[config.mk]
export PLATFORM = sky130hd
export DESIGN_NAME = data_mem_responder
export DESIGN_NICKNAME = d
export VERILOG_FILES = /design/src/rtl/data_mem_responder_pkg.sv /design/src/rtl/data_mem_array.sv /design/src/rtl/data_mem_responder.sv
export SDC_FILE = /design/constraint.sdc
export NUM_CORES = 2
export LEC_CHECK = 0
export ABC_CLOCK_PERIOD_IN_PS = 5700
export CORE_MARGIN = 2
export CORE_UTILIZATION = 55
export DETAILED_ROUTE_END_ITERATION = 6
export GPL_ROUTABILITY_DRIVEN = 0
export PLACE_DENSITY_LB_ADDON = 0.25
export SLEW_MARGIN = 15
export SYNTH_ARGS = -nofsm -noshare
export SYNTH_HDL_FRONTEND = slang
export SYNTH_HIERARCHICAL = 1
export SYNTH_SLANG_ARGS = --single-unit
[constraint.sdc]
create_clock -name clk -period 5.7 [get_ports clk]
set_input_delay 0.57 -clock clk [delete_from_list [all_inputs] [get_ports clk]]
set_output_delay 0.57 -clock clk [all_outputs]
set_load 0.05 [all_outputs]
[src/rtl/data_mem_responder_pkg.sv]
// Shared types and constants for the data memory responder.
package mem_pkg;

    // Responder FSM states
    typedef enum logic [1:0] {
        IDLE = 2'd0,
        WAIT = 2'd1,
        RESP = 2'd2
    } state_t;

    localparam int DEPTH_DEF   = 32;
    localparam int LATENCY_DEF = 2;
    localparam int CNT_W       = 3;

endpackage

[src/rtl/data_mem_array.sv]
// Doubleword storage: one synchronous write port, one combinational read port,
// and a synchronous clear that zeroes every word.
module data_mem_array #(
    parameter int DEPTH  = 32,
    parameter int DATA_W = 64,
    parameter int AW     = 5
) (
    input  logic              clk,
    input  logic              clr,
    input  logic              we,
    input  logic [AW-1:0]     waddr,
    input  logic [DATA_W-1:0] wdata,
    input  logic [AW-1:0]     raddr,
    output logic [DATA_W-1:0] rdata
);

    logic [DATA_W-1:0] mem [DEPTH];

    // Clear has priority over the write port
    always_ff @(posedge clk) begin
        if (clr) begin
            for (int i = 0; i < DEPTH; i++) begin
                mem[i] <= '0;
            end
        end else if (we) begin
            mem[waddr] <= wdata;
        end
    end

    assign rdata = mem[raddr];

endmodule

[src/rtl/data_mem_responder.sv]
// Single-outstanding load/store responder with a fixed access latency.
// One request is latched in IDLE, a counter spaces it out in WAIT, and the
// memory access plus response registers all update on the edge into RESP.
module data_mem_responder
    import mem_pkg::*;
#(
    parameter int DEPTH   = DEPTH_DEF,
    parameter int LATENCY = LATENCY_DEF
) (
    input  logic        clk,
    input  logic        rst,
    input  logic        req_valid,
    output logic        req_ready,
    input  logic        req_write,
    input  logic [63:0] req_addr,
    input  logic [63:0] req_wdata,
    output logic        rsp_valid,
    input  logic        rsp_ready,
    output logic [63:0] rsp_rdata,
    output logic        rsp_err,
    output logic        busy
);

    localparam int AW = (DEPTH > 1) ? $clog2(DEPTH) : 1;

    state_t           state;
    state_t           state_nxt;
    logic [CNT_W-1:0] cnt;
    logic             accept;
    logic             enter_resp;

    logic             lat_write;
    logic [63:0]      lat_addr;
    logic [63:0]      lat_wdata;

    logic             txn_write;
    logic [63:0]      txn_addr;
    logic [63:0]      txn_wdata;
    logic [60:0]      txn_index;
    logic             txn_err;

    logic [AW-1:0]    mem_idx;
    logic [63:0]      mem_rdata;
    logic             mem_we;

    assign accept = req_valid && (state == IDLE);

    // With LATENCY=1 the access happens on the accept edge itself, before the
    // latch holds anything, so the live request inputs are used in IDLE.
    assign txn_write = (state == IDLE) ? req_write : lat_write;
    assign txn_addr  = (state == IDLE) ? req_addr  : lat_addr;
    assign txn_wdata = (state == IDLE) ? req_wdata : lat_wdata;

    assign txn_index = txn_addr[63:3];
    assign txn_err   = (txn_addr[2:0] != 3'b000) ||
                       ({3'b000, txn_index} >= 64'(DEPTH));
    assign mem_idx   = txn_index[AW-1:0];
    assign mem_we    = enter_resp && txn_write && !txn_err;

    // State register
    always_ff @(posedge clk) begin
        if (rst) begin
            state <= IDLE;
        end else begin
            state <= state_nxt;
        end
    end

    // Next-state decode and handshake outputs
    always_comb begin
        state_nxt  = state;
        enter_resp = 1'b0;
        req_ready  = 1'b0;
        rsp_valid  = 1'b0;
        busy       = 1'b1;
        case (state)
            IDLE: begin
                req_ready = 1'b1;
                busy      = 1'b0;
                if (req_valid) begin
                    if (LATENCY == 1) begin
                        state_nxt  = RESP;
                        enter_resp = 1'b1;
                    end else begin
                        state_nxt = WAIT;
                    end
                end
            end
            WAIT: begin
                if (cnt == '0) begin
                    state_nxt  = RESP;
                    enter_resp = 1'b1;
                end
            end
            RESP: begin
                rsp_valid = 1'b1;
                if (rsp_ready) begin
                    state_nxt = IDLE;
                end
            end
            default: begin
                state_nxt = IDLE;
            end
        endcase
    end

    // Latency counter: loaded on accept, counts down while waiting
    always_ff @(posedge clk) begin
        if (rst) begin
            cnt <= '0;
        end else if (accept) begin
            cnt <= (LATENCY > 1) ? CNT_W'(LATENCY - 2) : '0;
        end else if ((state == WAIT) && (cnt != '0)) begin
            cnt <= cnt - 1'b1;
        end
    end

    // Request capture; later input changes cannot disturb the transaction
    always_ff @(posedge clk) begin
        if (accept) begin
            lat_write <= req_write;
            lat_addr  <= req_addr;
            lat_wdata <= req_wdata;
        end
    end

    // Response registers, loaded on the edge into RESP and held until consumed
    always_ff @(posedge clk) begin
        if (rst) begin
            rsp_rdata <= '0;
            rsp_err   <= 1'b0;
        end else if (enter_resp) begin
            rsp_err   <= txn_err;
            rsp_rdata <= (txn_write || txn_err) ? 64'd0 : mem_rdata;
        end
    end

    data_mem_array #(
        .DEPTH  (DEPTH),
        .DATA_W (64),
        .AW     (AW)
    ) u_array (
        .clk   (clk),
        .clr   (rst),
        .we    (mem_we),
        .waddr (mem_idx),
        .wdata (txn_wdata),
        .raddr (mem_idx),
        .rdata (mem_rdata)
    );

endmodule
### Word level (Yosys, flattened, before mapping)

Memory sizes are Yosys's and may differ from the RTL's.
Cells that the tools add are included.

* register bits after elaboration: 199
* latch bits: 0
* RAM bits: 2048
* ROM bits: 0
* input port bits: 133
* output and inout bits: 68
* word-level logic and storage cells: 50
* memories kept: 1

* add/sub/neg operators: 1
* multiply operators: 0
* div/mod/pow operators: 0
* order comparisons: 1
* equal/unequal tests: 5
* shift-type cells: 0
* muxes and demuxes: 21
* bitwise operators: 0
* reductions and logical operators: 14

Memory list
* u_array.mem: depth 32, bits a word 64, read ports 1, clocked after memory_dff 0, write ports 32, RTL line data_mem_array.sv:17 `logic [DATA_W-1:0] mem [DEPTH];`

Operators with widths (number)
* $mux 64: 4
* $reduce_or 64->1: 1
* $ge 61x6->1 const B: 1
* $mux 1: 12
* $mux 2: 3
* $ne 2x2->1 const B: 3
* $pmux 2 s3: 1
* $reduce_bool 3->1: 2
* $mux 5: 1
* $logic_and 1x1->1: 4
* $logic_not 3->1: 1
* $reduce_and 3->1: 1
* $sub 3x1->3 const B: 1
* $eq 2x1->1 const B: 1
* $eq 2x2->1 const B: 1
* $logic_not 2->1: 1
* $logic_or 1x1->1: 2
* $reduce_or 2->1: 1
* $logic_not 1->1: 1

### Logic depth before layout (Yosys ltp)

* word-level depth: 11
* gate-level depth with buffers: 16
* gate-level depth less buffers: 12

### Hierarchy

The synthesis kept the hierarchy.

By module, submodules not included
* data_mem_array: instances 1, cells each 5755, area each 91426.4 um2, sequential area each 61499.0 um2
* data_mem_responder: instances 1, cells each 712, area each 7861.3 um2, sequential area each 5275.1 um2

### Worst setup path after synthesis

OpenSTA, ideal clock, no wires.

* kind: register to register
* start point: register state[1]
* end point: register cnt[1]
* library setup time: 130 ps
* arrival: 4368 ps
* data required time: 5570 ps
* path slack: 1202 ps
* cell stages (with the launch flop): 7
* path buffers: 1
* cell sequence: dfxtp_1 -> or2_1 -> inv_2 -> buf_2 -> and2_1 -> or2_2 -> a211oi_1

* cells in the longest elaborated chain, start to end: 3
* elaborated cells between the ends (all ways): 5
* classes of those cells: eq/ne (1); reduce/logical (4)

RTL lines
* start: declaration: RTL line data_mem_responder.sv:26 `state_t state;`
* start signal: assignment: RTL line data_mem_responder.sv:65 `state <= state_nxt;`
* $logic_not 2->1: RTL line data_mem_responder.sv:46 `assign accept = req_valid && (state == IDLE);`
* $logic_and 1x1->1: RTL line data_mem_responder.sv:46
* named net accept: RTL line data_mem_responder.sv:29 `logic accept;`
* $reduce_or 2->1 (no source line)
* end signal: assignment: RTL line data_mem_responder.sv:112 `cnt <= (LATENCY > 1) ? CNT_W'(LATENCY - 2) : '0;`
* end signal: assignment: RTL line data_mem_responder.sv:114 `cnt <= cnt - 1'b1;`
* end: declaration: RTL line data_mem_responder.sv:28 `logic [CNT_W-1:0] cnt;`

The timed path passes the listed nets, and every way through them passes these cells.
A chain may end at the register's enable or synchronous reset.

==> impl_results.rst <==
.. list-table::
   :header-rows: 1

   * - Metric
     - Value
   * - Wire length of the first global-routing pass
     - 420,000 um
   * - Gate count of the mapped netlist
     - 6,467
   * - Drt via density
     - 6.45
   * - Netlist area before placement
     - 99,300 um2
   * - Worst setup EP type
     - flip-flop
   * - Drt drc
     - 0
   * - Std-Cell Core Area
     - 179,000 um2
   * - Startpoint class of the critical path
     - flip-flop
   * - Post-Syn Nets
     - 6,602
   * - Fraction of registers with async set or reset after synthesis
     - 0
   * - Overall die area
     - 184,000 um2
   * - Slew Viols, Final
     - 0
   * - Maximum number of pins on one net before global-route repair
     - 116
   * - Fin. Hold Viols
     - 0
   * - Half-perimeter wire length of the detailed placement result
     - 163,000 um
   * - RSZ-0062 raised after global routing
     - false
   * - Routed via count
     - 58,100
   * - Clock skew
     - 0.0432 ns
   * - Share of the clock period used by the worst path after layout
     - 0.815
   * - GRT met1 Usage
     - 0.439
   * - Total I/O pin count
     - 201
   * - Required time worst endpoint
     - 6.41 ns
   * - Skew-Pair Late Insertion Delay
     - 0.88 ns
   * - Total number of clock tree sinks
     - 2,247
   * - Number of synthesis warnings
     - 6
   * - Starting utilization of the core area
     - 0.555
   * - Slew of the pin with the lowest slew margin
     - 1.27 ns
   * - Remaining global-route overflow
     - 0
   * - Pwr/cell area
     - 345 nW/um2
   * - Static leakage
     - 38.6 nW
   * - Vias in the first global route
     - 57,900
   * - Syn-to-layout area delta
     - 12.2%
   * - GR Util All Layers
     - 0.321
   * - Number of antenna violations at the first check in global routing
     - 20
   * - Total detailed-routing wirelength
     - 296,000 um
   * - CP Max Fanout
     - 37
   * - Number of buffers on the longest clock path
     - 3
   * - Number of buffers inserted by post-CTS setup repair
     - 0
   * - Max Fclk
     - 215 MHz
   * - Worst relative slew slack
     - 0.151
   * - Busiest layer in global routing
     - met2
   * - Distinct cell type count after synthesis
     - 48
   * - Count of flip-flops with a built-in enable after synthesis
     - 2,177
   * - Final total negative setup slack
     - 0 ns
   * - Status
     - completed
   * - Gates resized, CTS repair
     - 0
   * - Reported max-cap violation count
     - 0
   * - Highest-count cells in the layout ignoring fill and taps
     - sky130_fd_sc_hd__edfxtp_1 (2,177), sky130_fd_sc_hd__and2_1 (2,056), sky130_fd_sc_hd__mux4_2 (460)
   * - GRT met2 Usage
     - 0.508
   * - Die outline height
     - 429 um
   * - Share of the yosys chip area belonging to registers
     - 0.673
   * - CTS clk-pin slew, worst paths
     - 0.06 ns
   * - CTS Hold Buffers Added
     - 0
   * - Final Instance Area
     - 111,000 um2
   * - Data arrival time at the worst-slack endpoint
     - 5.35 ns
   * - Class of the most critical hold timing path
     - in2reg
   * - Most common cell after layout, fill and taps aside
     - sky130_fd_sc_hd__edfxtp_1
   * - Cell at the root of the clock tree
     - sky130_fd_sc_hd__clkbuf_16
   * - Maximum resistive drop on vdd
     - 0.000301 V
   * - Met3 capacity usage during global routing
     - 0.0646
   * - Std-Cell Rows
     - 155
   * - Number of iterations in the first detailed-routing pass
     - 7
   * - Fraction of layout instances using a drive strength above 1
     - 0.166
   * - Overall die width
     - 429 um
   * - Worst setup path category
     - reg2reg
   * - FF+latch count, synth
     - 2,247
   * - Number of endpoints failing setup at the final stage
     - 0
   * - Clock tree from TritonCTS
     - done
   * - Share of the core filled with cells in the final layout
     - 0.622
   * - Placement-stage cell area
     - 104,000 um2
   * - H-tree depth
     - 4
   * - WL per Instance
     - 32.8 um
   * - DR iter-0 viols
     - 8,930
   * - Nets
     - 6,593
   * - Antenna Violating Nets Remaining
     - 0
   * - Final critical-path required period
     - 4.64 ns
   * - Inserted Clock Buffers
     - 226
   * - Count of input and output buffers
     - 200
   * - Hold WS
     - 0.262 ns
   * - Average instance area after synthesis
     - 15.4 um2
   * - Dominant register cell in the synthesized netlist
     - sky130_fd_sc_hd__edfxtp_1
sequential cells by signal, summed over array words and instances, names as in the netlist:
signal,cells
cnt,3
lat_addr,64
lat_wdata,64
lat_write,1
rsp_err,1
rsp_rdata,64
state,2
u_array/mem,2048
critical path, stage by stage, from the launching register on:
cell and delay, ns:
sky130_fd_sc_hd__dfxtp_1 0.32, sky130_fd_sc_hd__or2_4 0.42, sky130_fd_sc_hd__inv_4 0.26, sky130_fd_sc_hd__buf_4 0.40, sky130_fd_sc_hd__nand2_1 0.16, sky130_fd_sc_hd__nand2_4 0.55, sky130_fd_sc_hd__nand2_1 0.65, sky130_fd_sc_hd__nor2_4 0.24
sky130_fd_sc_hd__buf_4 0.45, sky130_fd_sc_hd__buf_4 0.60, sky130_fd_sc_hd__and2_1 0.22
area by class of cell:
type	instances	area [um2]
Tap cell	2355	2950
Clock buffer	303	6290
Sequential cell	2247	66800
Clock inverter	122	1170
Fill cell	12900	67600
Timing Repair Buffer	392	4110
Multi-Input combinational cell	3522	29800
Inverter	69	262
Antenna cell	10	25.0
power breakdown:
part           internal [mW]  leakage, nW  switching, mW
registers               18.9         21.2          0.214
logic                   1.53         13.7           2.84
clock network           8.62         3.65           6.36
synthesized netlist by cell type, types with 2 or more instances:
cell | number | area share
sky130_fd_sc_hd__and3_1 | 5 | 0.00032
sky130_fd_sc_hd__a211oi_1 | 2 | 0.00015
sky130_fd_sc_hd__a31oi_1 | 4 | 0.00025
sky130_fd_sc_hd__inv_1 | 68 | 0.0026
sky130_fd_sc_hd__a22oi_1 | 58 | 0.0044
sky130_fd_sc_hd__o31ai_1 | 26 | 0.0020
sky130_fd_sc_hd__nor3_1 | 3 | 0.00015
sky130_fd_sc_hd__a21oi_1 | 3 | 0.00015
sky130_fd_sc_hd__buf_4 | 24 | 0.0018
sky130_fd_sc_hd__nand4_1 | 17 | 0.0011
sky130_fd_sc_hd__o22ai_1 | 207 | 0.013
sky130_fd_sc_hd__clkbuf_2 | 48 | 0.0024
sky130_fd_sc_hd__dfxtp_1 | 70 | 0.014
sky130_fd_sc_hd__nand2_1 | 294 | 0.011
sky130_fd_sc_hd__nand2b_1 | 8 | 0.00050
sky130_fd_sc_hd__clkbuf_1 | 436 | 0.016
sky130_fd_sc_hd__nand3b_1 | 4 | 0.00030
sky130_fd_sc_hd__buf_2 | 81 | 0.0041
sky130_fd_sc_hd__mux2i_1 | 106 | 0.011
sky130_fd_sc_hd__a22o_1 | 3 | 0.00026
sky130_fd_sc_hd__buf_6 | 26 | 0.0029
sky130_fd_sc_hd__buf_1 | 13 | 0.00049
sky130_fd_sc_hd__nor2b_1 | 13 | 0.00082
sky130_fd_sc_hd__or3_1 | 5 | 0.00032
sky130_fd_sc_hd__nor2_1 | 53 | 0.0020
sky130_fd_sc_hd__mux2_2 | 2 | 0.00023
sky130_fd_sc_hd__a221oi_1 | 6 | 0.00053
sky130_fd_sc_hd__or4_1 | 4 | 0.00030
sky130_fd_sc_hd__nor4_1 | 74 | 0.0047
sky130_fd_sc_hd__nor4_2 | 2 | 0.00025
sky130_fd_sc_hd__mux4_2 | 460 | 0.10
sky130_fd_sc_hd__nand3_1 | 22 | 0.0011
sky130_fd_sc_hd__or2_2 | 35 | 0.0022
sky130_fd_sc_hd__ha_1 | 2 | 0.00025
sky130_fd_sc_hd__o31ai_2 | 38 | 0.0048
sky130_fd_sc_hd__edfxtp_1 | 2177 | 0.66
sky130_fd_sc_hd__and2_1 | 2057 | 0.13
final timing paths:
| check | start | endpoint | slack [ns] | cells past startpoint |
|---|---|---|---|---|
| max | state[1] | u_array/mem[21][24] | 1.06 | 10 |
| min | req_addr[8] | lat_addr[8] | 0.26 | 1 |
| max reg2reg | state[1] | u_array/mem[21][24] | 1.06 | 10 |
| min reg2reg | rsp_rdata[16] | rsp_rdata[16] | 0.45 | 2 |
stage by stage:
stage / total power [mW] / setup slack [ns] / cells
detailed placement: 23.8 / 0.718 / 8584
finish: 38.5 / 1.06 / 9020
floorplan: 22.0 / 1.20 / 6467
global route: 39.4 / 0.935 / 9010
CTS: 38.5 / 1.11 / 9009
global placement: 23.7 / 0.778 / 8584
layer usage:
layer / share of wire / wire length (um)
met4: 0.046 / 13600
met5: 0.000068 / 20
met2: 0.47 / 139000
met3: 0.12 / 35700
met1: 0.36 / 107000
kinds of logic after synthesis:
kind of cell	count (synthesis)	synth area share
AOI/OAI and AO/OA	351	0.0259
xor gates and xnor gates	1	0.0000882
adders and majority gates	2	0.000252
buffers and inverters	698	0.0309
DFF	2247	0.673
muxes	568	0.115
and+or+nand+nor	2600	0.155
No activity file was read; power rests on OpenSTA's default activity.
